## src/rtl/ide_pio_seq.sv

```systemverilog
// rtl/ide_pio_seq.sv - IDE PIO cycle sequencer for the $DA0000 window; IORDY handling gated by IDE_IORDY_EN
module ide_pio_seq (
  input  logic       CLKCPU,
  input  logic       RESET,
  input  logic       AS20,
  input  logic       RW20,
  input  logic       IDE_SEL,
  input  logic       A12,
  input  logic       IORDY,
  input  logic       CFG_WR,
  input  logic [7:0] CFG_D,
  output logic       IOR,
  output logic       IOW,
  output logic [1:0] IDECS,
  output logic [1:0] DSACK,
  output logic       TIMEOUT
);

  typedef enum logic [2:0] {IDLE, SETUP, ACTIVE, ACK, RECOVER} state_t;

  state_t     state, state_nx;
  logic [2:0] cnt, cnt_nx;
  logic [7:0] timing;
  logic       dir_rd, dir_rd_nx;
  logic       ior_nx, iow_nx, timeout_nx;
  logic [1:0] idecs_nx, dsack_nx;
  logic       req, ready, expire;
  logic [2:0] setup_val, active_val, recov_val;

  // Counters always load from the register as it stands before the current edge,
  // so a CFG_WR only affects phases that start afterwards.
  assign setup_val  = {1'b0, timing[1:0]};
  assign active_val = timing[4:2];
  assign recov_val  = timing[7:5];
  assign req        = !AS20 && !IDE_SEL;

`ifdef IDE_IORDY_EN
  logic [7:0] wdog;
  assign ready  = IORDY;
  assign expire = !IORDY && (wdog == 8'hFF);

  // Watchdog: zero outside ACTIVE, counts clocks stalled at cnt=0 waiting for IORDY
  always_ff @(posedge CLKCPU or negedge RESET) begin
    if (!RESET)
      wdog <= 8'h00;
    else if (state != ACTIVE)
      wdog <= 8'h00;
    else if (!AS20 && cnt == 3'd0 && !IORDY && !expire)
      wdog <= wdog + 8'd1;
  end
`else
  logic unused_iordy;
  assign unused_iordy = IORDY;
  assign ready        = 1'b1;
  assign expire       = 1'b0;
`endif

  // State, counter, timing register and registered outputs; reset drops every strobe at once
  always_ff @(posedge CLKCPU or negedge RESET) begin
    if (!RESET) begin
      state   <= IDLE;
      cnt     <= 3'd0;
      dir_rd  <= 1'b0;
      timing  <= 8'h4D;
      IOR     <= 1'b1;
      IOW     <= 1'b1;
      IDECS   <= 2'b11;
      DSACK   <= 2'b11;
      TIMEOUT <= 1'b0;
    end else begin
      state   <= state_nx;
      cnt     <= cnt_nx;
      dir_rd  <= dir_rd_nx;
      IOR     <= ior_nx;
      IOW     <= iow_nx;
      IDECS   <= idecs_nx;
      DSACK   <= dsack_nx;
      TIMEOUT <= timeout_nx;
      if (CFG_WR)
        timing <= CFG_D;
    end
  end

  // Next-state and phase counter; AS20 high in SETUP/ACTIVE aborts into RECOVER
  always_comb begin
    state_nx  = state;
    cnt_nx    = cnt;
    dir_rd_nx = dir_rd;
    case (state)
      IDLE: if (req) begin
        state_nx = SETUP;
        cnt_nx   = setup_val;
      end
      SETUP: if (AS20) begin
        state_nx = RECOVER;
        cnt_nx   = recov_val;
      end else if (cnt == 3'd0) begin
        state_nx  = ACTIVE;
        cnt_nx    = active_val;
        dir_rd_nx = RW20;
      end else begin
        cnt_nx = cnt - 3'd1;
      end
      ACTIVE: if (AS20) begin
        state_nx = RECOVER;
        cnt_nx   = recov_val;
      end else if (cnt != 3'd0) begin
        cnt_nx = cnt - 3'd1;
      end else if (ready || expire) begin
        state_nx = ACK;
      end
      ACK: if (AS20) begin
        state_nx = RECOVER;
        cnt_nx   = recov_val;
      end
      RECOVER: if (cnt == 3'd0) begin
        state_nx = IDLE;
      end else begin
        cnt_nx = cnt - 3'd1;
      end
      default: state_nx = IDLE;
    endcase
  end

  // Next output values; the strobe in ACTIVE follows the direction latched on entry
  always_comb begin
    ior_nx     = IOR;
    iow_nx     = IOW;
    idecs_nx   = IDECS;
    dsack_nx   = DSACK;
    timeout_nx = 1'b0;
    case (state)
      IDLE: if (req) begin
        idecs_nx = A12 ? 2'b01 : 2'b10;
      end
      SETUP: if (AS20) begin
        ior_nx   = 1'b1;
        iow_nx   = 1'b1;
        idecs_nx = 2'b11;
        dsack_nx = 2'b11;
      end else if (cnt == 3'd0) begin
        ior_nx = !RW20;
        iow_nx = RW20;
      end
      ACTIVE: if (AS20) begin
        ior_nx   = 1'b1;
        iow_nx   = 1'b1;
        idecs_nx = 2'b11;
        dsack_nx = 2'b11;
      end else if (cnt == 3'd0 && (ready || expire)) begin
        ior_nx     = 1'b1;
        iow_nx     = 1'b1;
        dsack_nx   = 2'b01;
        timeout_nx = expire;
      end else begin
        ior_nx = !dir_rd;
        iow_nx = dir_rd;
      end
      ACK: if (AS20) begin
        dsack_nx = 2'b11;
        idecs_nx = 2'b11;
      end
      default: ;
    endcase
  end

endmodule

```

## config.mk

```make
export PLATFORM = sky130hd
export DESIGN_NAME = ide_pio_seq
export DESIGN_NICKNAME = d
export VERILOG_FILES = /design/src/rtl/ide_pio_seq.sv
export SDC_FILE = /design/constraint.sdc
export NUM_CORES = 1
export LEC_CHECK = 0
export ABC_AREA = 1
export CAP_MARGIN = 20
export CORE_UTILIZATION = 45
export CTS_CLUSTER_DIAMETER = 30
export CTS_CLUSTER_SIZE = 8
export DETAILED_ROUTE_END_ITERATION = 6
export GPL_TIMING_DRIVEN = 0
export PLACE_DENSITY = 0.73
export SYNTH_ARGS = -nofsm -noshare
export SYNTH_HDL_FRONTEND = slang
export SYNTH_SLANG_ARGS = --single-unit
```

## constraint.sdc

```tcl
create_clock -name CLKCPU -period 1.4 [get_ports CLKCPU]
set_clock_uncertainty 0.15 [all_clocks]
set_input_delay 0.14 -clock CLKCPU [delete_from_list [all_inputs] [get_ports CLKCPU]]
set_output_delay 0.14 -clock CLKCPU [all_outputs]
set_load 0.01 [all_outputs]
```

# Word-level counts from Yosys, hierarchy flattened
# Cells that the tools add are included.
word_totals:
  latchBits: 0
  ff_bits: 21
  rom_bits: 0
  output_inout_bits: 7
  n_memories: 0
  ram_bits: 0
op_classes:
  div_mod_pow: 0
  shift: 0
  mul: 0
  reduce_logical: 20
  addsub: 1
  bitwise_logic: 1
  muxes: 33
  magnitude_cmp: 0
  n_eq_ne: 14
ops:
  columns: ["op", "n"]
  rows:
  - ["2-to-1 mux 3 bit", 14]
  - ["case mux 3 bit (5 select lines)", 2]
  - ["!= test 3 bit (second input constant)", 4]
  - ["2-to-1 mux 2 bit", 5]
  - ["AND reduction 5 bit", 2]
  - ["AND reduction 3 bit", 3]
  - ["2-to-1 mux 1 bit", 8]
  - ["!= test 2 bit (second input constant)", 4]
  - ["case mux 2 bit (2 select lines)", 2]
  - ["== test 3 x 2 -> 1 bit (second input constant)", 2]
  - ["logical NOT 3 bit", 2]
  - ["nonzero test 2 bit", 3]
  - ["nonzero test 5 bit", 1]
  - ["logical NOT 1 bit", 4]
  - ["!= test 2 x 1 -> 1 bit (second input constant)", 2]
  - ["case mux 1 bit (2 select lines)", 2]
  - ["== test 3 x 1 -> 1 bit (second input constant)", 1]
  - ["== test 3 bit (second input constant)", 1]
  - ["nonzero test 3 bit", 1]
  - ["OR reduction 3 bit", 1]
  - ["subtractor 3 x 1 -> 3 bit (second input constant)", 1]
  - ["AND reduction 2 bit", 1]
  - ["OR reduction 2 bit", 1]
  - ["logical AND 1 bit", 1]
  - ["NOT 1 bit", 1]

# Depth between registers and ports, before layout
# Gate-level depths: netlist of run 1.
logic_depth:
  ltp_word: 4
  mapped_depth: 10
  mapped_depth_nobuf: 10

# Worst setup path before layout of run 1
# No wires, ideal clock.
synth_path:
  path_kind: "register -> register"
  from: "register cnt[0]"
  to: "register cnt[0]"
  setup_time_ns: 0.119
  slack_ns: -0.116
  arrival_time_ns: 1.247
  stages_incl_launch_ff: 10
  path_cell_list: "dfrtp_1 > inv_1 > ha_1 > nand2_1 > nor2_1 > nand2_1 > o21ai_2 > nor2_2 > nand2_1 > nand2_1"
synth_between:
  elab_chain_len: 4
  elab_cells_between_ends: 12
  cone_classes: "1 x add/sub; 2 x eq/ne; 6 x mux; 3 x reduce/logical"
synth_lines:
  columns: ["element", "line", "text"]
  rows:
  - ["from (decl)", "22", "logic [2:0] cnt, cnt_nx;"]
  - ["from (signal assigned)", "72", "cnt <= cnt_nx;"]
  - ["subtractor 3 x 1 -> 3 bit / logical NOT 3 bit (equally long branches)", null, null]
  - ["2-to-1 mux 3 bit, on equally long branches", "107, 97", null]
  - ["2-to-1 mux 3 bit, on equally long branches", "104, 94", null]
  - ["case mux 3 bit (5 select lines)", "89", "case (state)"]
# Several ways; a longest one is shown, not always the timed one. The select of a mux whose other input is x is not followed.
# A chain may end at the register's enable or synchronous reset.

# Worst setup path in the final report of run 1
layout_path:
  from: "register cnt[1]"
  to: "register state[0]"
layout_between:
  elab_chain_len: 3
  elab_cells_between_ends: 6
  cone_classes: "3 x eq/ne; 3 x reduce/logical"
layout_lines:
  columns: ["element", "line", "text"]
  rows:
  - ["nonzero test 3 bit / logical NOT 3 bit (equally long branches)", "107, 97, 116", null]
  - ["!= test 3 bit (no line) / != test 2 bit (equally long branches)", null, null]
  - ["AND reduction 5 bit (no line) *", null, null]
  - ["to (signal assigned)", "71", "state <= state_nx;"]
  - ["to (decl)", "21", "state_t state, state_nx;"]
# Mark *: on every way between the ends. The rest lies on a longest branch, timed or not.

==> flow_metrics.env, run 1 <==
export IMPL_syn_mean_instance_area_um2=7.53
export IMPL_p_leak_nw=0.781
export IMPL_grt_first_pass_wirelength_um=5160
export IMPL_post_dp_hpwl_um=2050
export IMPL_critical_path_required_ps=1510
export IMPL_async_reset_ff_frac=1.00
export IMPL_io_buffers=18
export IMPL_ys_types=31
export IMPL_finish_net_count=221
export IMPL_final_wirelength_um=3130
export IMPL_hold_class="input port to flop"
export IMPL_drc=0
export IMPL_timing_max_cap_violations=0
export IMPL_tightest_slew_margin_relative_to_the_limit=0.397
export IMPL_final_ant_viol_nets=0
export IMPL_detail_route_first_pass_iterations=4
export IMPL_mappedNetlistNets=184
export IMPL_setup_slack_ps=-170
export IMPL_dieWidth_um=54.7
export IMPL_final_min_clock_period_ps=1570
export IMPL_antenna_found_initial=0
export IMPL_maximum_number_of_pins_on_one_net_before_global_route_repair=21
export IMPL_worst_skew_pair_late_latency_ps=310
export IMPL_mostFrequentLayoutCell="sky130_fd_sc_hd__nand2_1"
export IMPL_timing_setup_critical_path_class="flop to flop"
export IMPL_period_share=1.12
export IMPL_clk_transition_reported_paths_ps=120
export IMPL_setup_worst_path_start_class="flop"
export IMPL_post_place_cells=214
export IMPL_diodes=0
export IMPL_finalPower_mw=3.60
export IMPL_final_cell_count_no_fill=232
export IMPL_drt_wirelength_per_cell_um=13.5
export IMPL_hold_viol_final=0
export IMPL_cp_max_fo=5
export IMPL_syn_cell_area_mm2=0.00125
export IMPL_setup_violations=9
export IMPL_die_h_um=54.7
export IMPL_groute_usage_overall=0.245
export IMPL_max_clock_path_buffers=2
export IMPL_initial_core_util=0.491
export IMPL_via_count=1265
export IMPL_synth_edff_count=0
export IMPL_tightestPinTransition_ps=902
export IMPL_cts_tree="yes"
export IMPL_via_per_inst=5.45
export IMPL_vdd_ir_drop_worst_uv=1250
export IMPL_run_status="complete, but fails checks"
export IMPL_grt_overflow_total=0
export IMPL_design_die_area_mm2=0.00299
export IMPL_worstPathArrival_ps=1680
export IMPL_timing_final_max_slew_violations=0
export IMPL_postSynthCellCount=166
export IMPL_worst_setup_path_end_kind="flop"
export IMPL_power_per_cell_area_mw_per_mm2=2110
export IMPL_htree_num_levels=1
export IMPL_violated_checks="setup timing"
export IMPL_ys_dominant_reg_cell="sky130_fd_sc_hd__dfrtp_1"
export IMPL_fmaxAchievable_mhz=637
export IMPL_most_frequent_cells_in_the_layout="sky130_fd_sc_hd__nand2_1, sky130_fd_sc_hd__nor2_1, sky130_fd_sc_hd__inv_1, sky130_fd_sc_hd__buf_4, sky130_fd_sc_hd__nand3_1"
export IMPL_globalplace_congestion=0.916
export IMPL_tritoncts_num_buffers=3
export IMPL_yosysSeqAreaShare=0.409
export IMPL_ys_warn_count=0
export IMPL_placeableCoreArea_mm2=0.00254
export IMPL_grt_pass1_vias=1201
export IMPL_cts_root_buffer_cell="sky130_fd_sc_hd__clkbuf_4"
export IMPL_dr_iter_0_viols=50
export IMPL_synth_ff_latch_count=20
export IMPL_drive_gt1_frac=0.361
export IMPL_numClockSinks=20
export IMPL_row_count=18
export IMPL_num_io_pins=23
export IMPL_rsz0062_at_grt="yes"
export IMPL_syn_to_final_growth_pct=36.8
==> cells in the mapped netlist, types with 4 or more instances <==
library cell / n / area (um2)
sky130_fd_sc_hd__dfrtp_1: 11 / 275
sky130_fd_sc_hd__dfstp_2: 9 / 236
sky130_fd_sc_hd__inv_1: 20 / 75.1
sky130_fd_sc_hd__mux2_2: 4 / 45.0
sky130_fd_sc_hd__nand2_1: 32 / 120
sky130_fd_sc_hd__nand3_1: 15 / 75.1
sky130_fd_sc_hd__nand4_1: 5 / 31.3
sky130_fd_sc_hd__nor2_1: 24 / 90.1
sky130_fd_sc_hd__o21ai_0: 10 / 50.1
sky130_fd_sc_hd__o21ai_1: 5 / 25.0
==> cell type report <==
type / instances / area, um2
Sequential cell: 20 / 515
Timing Repair Buffer: 32 / 263
Clock buffer: 4 / 36.3
Buffer: 6 / 46.3
Inverter: 22 / 87.6
Multi-Input combinational cell: 118 / 724
Fill cell: 213 / 835
Tap cell: 30 / 37.5
==> registers in the layout, indices dropped and copies added (netlist names) <==
name / count
DSACK: 1
IDECS: 2
IOR: 1
IOW: 1
cnt: 3
dir_rd: 1
state: 3
timing: 8
==> cell families (layout without fill, tap and decap cells) <==
kind of cell | after synthesis | count (layout) | share of synthesized area
AND/OR/NAND/NOR | 87 | 87 | 0.319
buffers and inverters | 28 | 64 | 0.103
AO/OA/AOI/OAI | 22 | 22 | 0.0991
flip-flops | 20 | 20 | 0.409
multiplexers | 4 | 4 | 0.0360
adder cells (fa/ha/maj) | 2 | 2 | 0.0200
other | 2 | 2 | 0.00601
XOR/XNOR | 1 | 1 | 0.00701
==> metal layers <==
metal | share of wire | global-route usage | vias up
li1 | - | - | 609
met1 | 0.42 | 0.297 | 595
met2 | 0.51 | 0.412 | 50
met3 | 0.053 | 0.0389 | 11
met4 | 0.025 | 0.124 | 0
met5 | 0 | 0 | -
==> what timing repair did <==
item	4_1_cts	5_1_grt
pin swaps	6	1
hold endpoints to repair	2	0
buffers inserted	13	0
gates cloned	0	0
hold buffers	1	0
resized for setup	22	18
setup endpoints to repair	14	16
==> metrics by stage <==
stage / util / instance area [um2] / setup TNS, ps / hold slack, ps / setup slack, ps
after floorplan: - / 1280 / -13.1 / -306 / -4.08
after global placement: 0.590 / 1500 / -1350 / 276 / -193
final: 0.672 / 1710 / -827 / 29.2 / -170
after global routing: 0.672 / 1710 / -1750 / 67.1 / -251
after CTS: 0.664 / 1690 / -563 / 12.7 / -98.5
after detailed placement: 0.590 / 1500 / -1850 / 285 / -204
==> critical path, stage by stage, from the launching register on <==
cell and delay [ps]:
sky130_fd_sc_hd__dfrtp_1 420, sky130_fd_sc_hd__inv_2 90, sky130_fd_sc_hd__ha_4 150, sky130_fd_sc_hd__inv_2 40
sky130_fd_sc_hd__nor2_4 140, sky130_fd_sc_hd__nor2_1 70, sky130_fd_sc_hd__nor2_2 140, sky130_fd_sc_hd__buf_4 130
sky130_fd_sc_hd__nand4_1 110, sky130_fd_sc_hd__nand2_1 80
==> worst paths after layout <==
kind | startpoint | endpoint | slack [ps] | cells past startpoint
setup reg to reg | cnt[1]$_DFFE_PN0P_ | state[0]$_DFFE_PN0P_ | -170 | 9
hold reg to reg | IOR$_DFFE_PN1P_ | IOR$_DFFE_PN1P_ | 340 | 2
setup / recovery | cnt[1]$_DFFE_PN0P_ | state[0]$_DFFE_PN0P_ | -170 | 9
min in group asynchronous | RESET | state[0]$_DFFE_PN0P_ | 180 | 1
max in group asynchronous | RESET | cnt[2]$_DFFE_PN0P_ | 320 | 1
hold / removal | AS20 | IOR$_DFFE_PN1P_ | 30 | 3
==> report_power, final <==
part           switching (mW)  internal [mW]
clock                   0.191          0.159
combinational            1.31          0.960
sequential              0.156          0.831
total                    1.65           1.95
Power figures use the tool's default switching activity.
==> inputs of run 2 (changes only) <==
Settings changed: SKIP_LAST_GASP from default to 1.
==> run 2 against run 1 <==
Compared with the run above:
- the run still ends with setup timing left
- register-to-register slack hardly changed
- largest power group unchanged
- wire length is 0.77% higher
- die area stayed put
- largest cell class unchanged
- via count is 1.8% lower
- maximum frequency is 0.61% higher
- flip-flop and latch count stayed put
- count of clock-buffer cells in the layout stayed put
- first-iteration DRC count is 12% higher
- sequential share of layout area is 0.28 points lower
- worst hold slack worse by 0.89 ps
==> flow_metrics.env, run 2 (synthesized netlist as in run 1, its figures left out) <==
export IMPL_via_per_inst=5.33
export IMPL_clk_transition_reported_paths_ps=120
export IMPL_setup_worst_path_start_class="flop"
export IMPL_design_die_area_mm2=0.00299
export IMPL_placeableCoreArea_mm2=0.00254
export IMPL_hold_viol_final=0
export IMPL_syn_to_final_growth_pct=38.1
export IMPL_die_h_um=54.7
export IMPL_grt_first_pass_wirelength_um=5240
export IMPL_final_area_mm2=0.00173
export IMPL_worstPathArrival_ps=1670
export IMPL_finish_net_count=222
export IMPL_num_io_pins=23
export IMPL_fillerInstances=207
export IMPL_placement_setup_worst_slack_ps=-204
export IMPL_cp_max_fo=5
export IMPL_row_count=18
export IMPL_numClockSinks=20
export IMPL_tightest_slew_margin_relative_to_the_limit=0.404
export IMPL_p_leak_nw=0.789
export IMPL_run_status="complete, but fails checks"
export IMPL_timing_max_cap_violations=0
export IMPL_timing_final_max_slew_violations=0
export IMPL_setup_violations=8
export IMPL_most_frequent_cells_in_the_layout="sky130_fd_sc_hd__nand2_1, sky130_fd_sc_hd__nor2_1, sky130_fd_sc_hd__buf_4"
export IMPL_largest_reg_flops=8
export IMPL_cts_tree="yes"
export IMPL_max_flop_register="timing"
export IMPL_diodes=0
export IMPL_post_place_cells=214
export IMPL_detail_route_first_pass_iterations=4
export IMPL_io_buffers=18
export IMPL_violated_checks="setup timing"
export IMPL_critical_path_required_ps=1510
export IMPL_hold_class="input port to flop"
export IMPL_tritoncts_num_buffers=3
export IMPL_drc=0
export IMPL_cts_root_buffer_cell="sky130_fd_sc_hd__clkbuf_4"
export IMPL_drive_gt1_frac=0.379
export IMPL_htree_num_levels=1
export IMPL_vdd_ir_drop_worst_uv=1350
export IMPL_antenna_found_initial=0
export IMPL_worst_skew_pair_late_latency_ps=310
export IMPL_final_setup_tns_ps=-815
export IMPL_globalplace_congestion=0.916
export IMPL_rsz0062_at_grt="yes"
export IMPL_final_cell_count_no_fill=233
export IMPL_max_clock_path_buffers=2
export IMPL_tightestPinTransition_ps=891
export IMPL_dr_iter_0_viols=56
export IMPL_largestRegisters="timing x8, cnt x3, state x3"
export IMPL_grt_overflow_total=0
export IMPL_dieWidth_um=54.7
export IMPL_power_per_cell_area_mw_per_mm2=2110
export IMPL_grt_pass1_vias=1212
export IMPL_final_wirelength_um=3150
export IMPL_initial_core_util=0.491
export IMPL_fmaxAchievable_mhz=641
export IMPL_mostFrequentLayoutCell="sky130_fd_sc_hd__nand2_1"
export IMPL_setup_slack_ps=-161
export IMPL_drt_wirelength_per_cell_um=13.5
export IMPL_finish_utilization=0.678
export IMPL_final_ant_viol_nets=0
export IMPL_maximum_number_of_pins_on_one_net_before_global_route_repair=21
export IMPL_final_min_clock_period_ps=1560
export IMPL_worst_setup_path_end_kind="flop"
export IMPL_dpl_cell_area_mm2=0.00150
export IMPL_timing_setup_critical_path_class="flop to flop"
export IMPL_period_share=1.11
export IMPL_groute_usage_overall=0.249
export IMPL_via_count=1242
export IMPL_post_dp_hpwl_um=2050
-- run 2: final cells by class --
type                    instances  area [um2]  share of cell area
multi-input cells             118         733               0.425
flip-flops and latches         20         515               0.299
repair buffers                 33         270               0.157
inverters                      22        87.6              0.0507
plain buffers                   6        46.3              0.0268
well taps                      30        37.5              0.0217
clock buffers                   4        36.3              0.0210
-- run 2: worst paths after layout --
check | from | endpoint | slack, ps | cells after the start
min reg2reg | IOR$_DFFE_PN1P_ | IOR$_DFFE_PN1P_ | 340 | 2
max reg2reg | cnt[1]$_DFFE_PN0P_ | state[0]$_DFFE_PN0P_ | -160 | 9
max in group asynchronous | RESET | cnt[2]$_DFFE_PN0P_ | 330 | 1
max | cnt[1]$_DFFE_PN0P_ | state[0]$_DFFE_PN0P_ | -160 | 9
min in group asynchronous | RESET | timing[1]$_DFFE_PN0P_ | 170 | 1
min | AS20 | IOR$_DFFE_PN1P_ | 30 | 3
-- run 2: critical path: stages (launching register included) --
cell,delay (ps)
sky130_fd_sc_hd__dfrtp_1,420
sky130_fd_sc_hd__inv_2,90
sky130_fd_sc_hd__ha_4,150
sky130_fd_sc_hd__inv_2,40
sky130_fd_sc_hd__nor2_4,140
sky130_fd_sc_hd__nor2_1,70
sky130_fd_sc_hd__nor2_2,140
sky130_fd_sc_hd__buf_4,130
sky130_fd_sc_hd__nand4_1,110
sky130_fd_sc_hd__nand2_1,80
-- run 2: repair_timing --
action,CTS,global route
gates resized for setup,21,23
buffers inserted,13,1
hold buffers,1,0
setup endpoints to repair,14,16
pin swaps,6,2
endpoints found under the hold margin,2,0
-- run 2: through the flow --
stage | hold slack [ps] | total power, mW
2_1_floorplan | -306 | 2.23
3_3_place_gp | 276 | 2.66
3_5_place_dp | 285 | 2.72
4_1_cts | 12.7 | 3.45
5_1_grt | 67.1 | 3.96
6_report | 28.3 | 3.65
-- run 2: per-layer routing --
metal	GRT usage	vias to the layer above	part of all wire
met4	0.115	0	0.015
met1	0.297	576	0.42
li1	-	611	-
met3	0.0361	6	0.056
met5	0	-	0
met2	0.432	49	0.51
-- run 2: report_power, final --
| part | switching (mW) | leakage [nW] | internal [mW] |
|---|---|---|---|
| clock | 0.191 | 0.0210 | 0.159 |
| sequential | 0.165 | 0.226 | 0.832 |
| combinational | 1.32 | 0.542 | 0.982 |
